<file path="src/rtl/encoder_8to3_irq.sv">
// encoder_8to3_irq: 8-to-3 priority encoder for active-low interrupt requests,
// with pending capture, a present/ack handshake and a sticky overflow flag.
//
// state   | meaning
// IDLE    | no code presented; leaves when en=1 and a request is pending
// PRESENT | valid=1; {A,B,C} held stable until ack
module encoder_8to3_irq #(
  parameter int LEVEL_MODE = 0
) (
  input  logic       clk,
  input  logic       rst_n,
  input  logic       en,
  input  logic [7:0] req_n,
  input  logic       ack,
  input  logic       ovf_clr,
  output logic       A,
  output logic       B,
  output logic       C,
  output logic       valid,
  output logic       ovf
);

  typedef enum logic {
    IDLE    = 1'b0,
    PRESENT = 1'b1
  } state_t;

  state_t     r_state;
  state_t     w_state_nxt;
  logic [7:0] r_pending;
  logic [7:0] r_prev;
  logic [2:0] r_code;
  logic       r_ovf;

  logic [2:0] w_code_nxt;
  logic [7:0] w_set;
  logic [7:0] w_clr;
  logic [7:0] w_pending_nxt;
  logic [2:0] w_top;
  logic       w_ovf_hit;
  logic       w_ovf_nxt;

  // Capture: falling edge against the previous sample, or plain low level.
  always_comb begin
    if (LEVEL_MODE != 0) begin
      w_set = ~req_n;
    end else begin
      w_set = r_prev & ~req_n;
    end
  end

  always_comb begin
    w_clr = 8'h00;
    if ((r_state == PRESENT) && ack) begin
      w_clr = 8'h01 << r_code;
    end
  end

  // Set wins over clear for the same bit.
  always_comb begin
    w_pending_nxt = (r_pending & ~w_clr) | w_set;
  end

  // Highest index wins; later loop iterations override lower ones.
  always_comb begin
    w_top = 3'd0;
    for (int i = 0; i < 8; i++) begin
      if (r_pending[i]) begin
        w_top = 3'(i);
      end
    end
  end

  always_comb begin
    w_state_nxt = r_state;
    w_code_nxt  = r_code;
    case (r_state)
      IDLE: begin
        if (en && (r_pending != 8'h00)) begin
          w_state_nxt = PRESENT;
          w_code_nxt  = w_top;
        end
      end
      PRESENT: begin
        if (ack) begin
          w_state_nxt = IDLE;
        end
      end
      default: begin
        w_state_nxt = IDLE;
      end
    endcase
  end

  // A request lost to an already-pending bit; a bit being acked this edge is not lost.
  always_comb begin
    w_ovf_hit = 1'b0;
    if (LEVEL_MODE == 0) begin
      w_ovf_hit = |(w_set & r_pending & ~w_clr);
    end
    w_ovf_nxt = w_ovf_hit | (r_ovf & ~ovf_clr);
  end

  always_ff @(posedge clk or negedge rst_n) begin
    if (!rst_n) begin
      r_state   <= IDLE;
      r_pending <= 8'h00;
      r_prev    <= 8'hFF;
      r_code    <= 3'd0;
      r_ovf     <= 1'b0;
    end else begin
      r_state   <= w_state_nxt;
      r_pending <= w_pending_nxt;
      r_prev    <= req_n;
      r_code    <= w_code_nxt;
      r_ovf     <= w_ovf_nxt;
    end
  end

  assign A     = r_code[2];
  assign B     = r_code[1];
  assign C     = r_code[0];
  assign valid = (r_state == PRESENT);
  assign ovf   = r_ovf;

endmodule

</file>
<file path="config.mk">
export PLATFORM = sky130hd
export DESIGN_NAME = encoder_8to3_irq
export DESIGN_NICKNAME = d
export VERILOG_FILES = /design/src/rtl/encoder_8to3_irq.sv
export SDC_FILE = /design/constraint.sdc
export NUM_CORES = 1
export LEC_CHECK = 0
export ABC_CLOCK_PERIOD_IN_PS = 3000
export CORE_MARGIN = 2
export CORE_UTILIZATION = 52
export DETAILED_ROUTE_END_ITERATION = 10
export PLACE_DENSITY = 0.89
export REMOVE_ABC_BUFFERS = 1
export SYNTH_ARGS = -nofsm -noshare
export SYNTH_HDL_FRONTEND = slang
export SYNTH_SLANG_ARGS = --single-unit
</file>
<file path="constraint.sdc">
create_clock -name clk -period 3 [get_ports clk]
set_input_delay 0.3 -clock clk [delete_from_list [all_inputs] [get_ports clk]]
set_output_delay 0.3 -clock clk [all_outputs]
set_load 0.01 [all_outputs]
</file>
==> results.sh <==
export IMPL_status="finished clean"
export IMPL_maxCapViolCount=0
export IMPL_placed_cells=113
export IMPL_crit_buf_inv=1
export IMPL_cts_buffers_inserted=3
export IMPL_grt_pass1_vias=669
export IMPL_cts_root_buffer="clkbuf_4"
export IMPL_slowest_stage="clkdlybuf4s50_1"
export IMPL_setup_viol_count_final=0
export IMPL_die_x_um=45.5
export IMPL_cts_sinks=21
export IMPL_final_common_cell="clkdlybuf4s50_1"
export IMPL_required_ps=2700
export IMPL_netlist_area_um2=896
export IMPL_core_region_area_um2=1560
export IMPL_ir_worst_vdd_mv=0.372
export IMPL_fp_row_count=14
export IMPL_endpoint_kind="primary output"
export IMPL_io_buffers=17
export IMPL_finalWorstSetupSlack_ps=1330
export IMPL_cts_hold_buffers=0
export IMPL_drtIter0Drc=10
export IMPL_grt_first_pass_wirelength_mm=2.68
export IMPL_critPathLaunchType="flip-flop"
export IMPL_ant_nets=0
export IMPL_dp_hpwl_mm=1.22
export IMPL_antenna_found_initial=0
export IMPL_grt_ovfl_total=0
export IMPL_grtUsageTotal_pct=18.5
export IMPL_synth_cell_types=28
export IMPL_crit_path_end="B"
export IMPL_dp_slack_ps=1260
export IMPL_synthCells=80
export IMPL_wl_per_cell_um=14.0
export IMPL_cts_resized=0
export IMPL_cp_startpoint="r_code[1]$_DFFE_PN0P_"
export IMPL_path_delay_family="buffers and inverters"
export IMPL_die_area_um2=2070
export IMPL_clock_latency_ps=300
export IMPL_rsz0062_at_grt="false"
export IMPL_cts_tree="yes"
export IMPL_path_max_fanout=8
export IMPL_first_pass_iters=4
export IMPL_area_growth_pct=24.2
export IMPL_fin_crit_sh_pct=55.7
export IMPL_drc=0
export IMPL_cpPeakStageDelay_ps=580
export IMPL_worstHoldPathType="input pin to flip-flop"
export IMPL_path_cells="clkdlybuf4s50_1"
export IMPL_place_congestion=0.890
export IMPL_ys_ff_latch=21
export IMPL_start_util_pct=57.5
export IMPL_r2r_cells=4
export IMPL_final_util_pct=71.3
export IMPL_ys_warn_count=0
export IMPL_clockBufferDepth=2
export IMPL_die_h_um=45.5
export IMPL_crit_cells=1
export IMPL_nets=115
export IMPL_report_final_slew_viol_count=0
export IMPL_fin_skew_ps=2.00
export IMPL_rr_endpoint="ovf$_DFF_PN0_"
export IMPL_ioPinCount=18
export IMPL_r2r_start="r_code[2]$_DFFE_PN0P_"
export IMPL_fin_setup_tns_ps=0
export IMPL_postCtsSetupRepairBufs=0
export IMPL_ff2ff_setup_slack_ps=1560
export IMPL_drive_gt1_share_pct=16.8
export IMPL_path_class="flip-flop to primary output"
export IMPL_stdcell_count=117
export IMPL_ctsHtreeMaxLevel=1
export IMPL_seq_area_frac_synth_pct=59.8
export IMPL_finalHoldViolCount=0
export IMPL_grt_max_degree=22
export IMPL_via_per_inst=5.89
export IMPL_avgSynthCellArea_um2=11.2
export IMPL_via_count=689
export IMPL_worst_pin_slew_ps=882
export IMPL_timing_slew_headroom_pct=41.0
export IMPL_cts_clk_slew_worst_paths_ps=110
export IMPL_finalWirelength_mm=1.64
export IMPL_arrival_ps=1370
export IMPL_layout_common_cells="17 x clkdlybuf4s50_1, 13 x dfrtp_1, 8 x nand2_1, 8 x dfstp_2, 7 x nand2b_1"
export IMPL_insertedDiodeCount=0
export IMPL_fin_crit_ps=1670
export IMPL_fmax_mhz=598
export IMPL_leakage_nw=0.450
export IMPL_powerDensity_nw_per_um2=516
==> sequential cells by signal (all words and copies together) (netlist names) <==
| register | count |
|---|---|
| valid | 1 |
| r_prev | 8 |
| ovf | 1 |
| r_code | 3 |
| r_pending | 8 |
==> Yosys cell counts, drive strengths merged <==
| master | n | share of area (%) |
|---|---|---|
| a221oi | 1 | 1.7 |
| and2b | 1 | 0.98 |
| o41ai | 1 | 0.98 |
| nand2 | 8 | 3.4 |
| nand4 | 1 | 0.70 |
| nor2 | 4 | 1.7 |
| a22o | 2 | 2.0 |
| dfrtp | 13 | 36 |
| a21oi | 4 | 2.7 |
| o21ai | 4 | 2.2 |
| o31ai | 1 | 0.84 |
| inv | 6 | 2.5 |
| dfstp | 8 | 23 |
| and3 | 1 | 0.70 |
| a21o | 1 | 0.84 |
| a31oi | 2 | 1.4 |
| nand3b | 1 | 0.84 |
| o31a | 1 | 0.98 |
| and3b | 1 | 0.98 |
| nand3 | 1 | 0.56 |
| nor4 | 2 | 2.1 |
| nand2b | 7 | 4.9 |
| or2 | 2 | 1.4 |
| o22a | 2 | 2.0 |
| a41oi | 2 | 2.0 |
| nor2b | 3 | 2.1 |
==> where the power goes <==
group / total [mW] / leakage [nW] / switching [mW] / internal, mW
clock network: 0.130 / 0.0150 / 0.0783 / 0.0518
registers: 0.337 / 0.206 / 0.0262 / 0.311
logic: 0.107 / 0.229 / 0.0488 / 0.0582
total: 0.574 / 0.450 / 0.153 / 0.421
==> logic make-up (layout without fill, tap and decap cells) <==
logic type	Yosys count	in the layout	synth area share, %
and+or+nand+nor	32	32	20.3
DFF	21	21	59.8
AOI/OAI and AO/OA	21	21	17.5
buffers and inverters	6	27	2.51
==> worst register-to-register path: cells and delay by family, from the launching register on <==
kind,cells,cell delay [ps]
AOI/OAI and AO/OA,2,510
DFF,1,480
and+or+nand+nor,2,330
==> stage by stage <==
stage | hold WS, ps | area (µm²) | power (mW)
4_1_cts | 415 | 1110 | 0.577
3_5_place_dp | 514 | 1090 | 0.449
6_report | 417 | 1110 | 0.574
2_1_floorplan | 4.41 | 896 | 0.392
5_1_grt | 422 | 1110 | 0.598
3_3_place_gp | 505 | 1090 | 0.445
==> metal layers <==
metal | share of wire, % | GRT usage, % | wire, µm
met5 | 0 | 0 | 0
met1 | 44 | 21.7 | 715
met4 | 3.0 | 13.5 | 49
met3 | 4.4 | 2.78 | 72
met2 | 49 | 30.4 | 801
==> how the worst min path moves through the flow <==
stage / slack (ps) / to / cells after the start / from
floorplan: 4 / ovf$_DFF_PN0_ / 0 / rst_n
global placement: 500 / r_pending[3]$_DFF_PN0_ / 2 / r_prev[3]$_DFF_PN1_
detailed placement: 510 / r_pending[1]$_DFF_PN0_ / 2 / r_prev[1]$_DFF_PN1_
CTS: 410 / r_prev[1]$_DFF_PN1_ / 1 / req_n[1]
global route: 420 / r_prev[7]$_DFF_PN1_ / 1 / req_n[7]
finish: 420 / r_prev[0]$_DFF_PN1_ / 1 / req_n[0]
==> final cells by class <==
type                            count  area, µm²
Clock buffer                        4       26.3
Multi-Input combinational cell     53        338
Timing Repair Buffer               17        170
Tap cell                           16       20.0
Inverter                            6       22.5
Sequential cell                    21        536
Fill cell                         124        447
No activity file was read; power rests on OpenSTA's default activity.
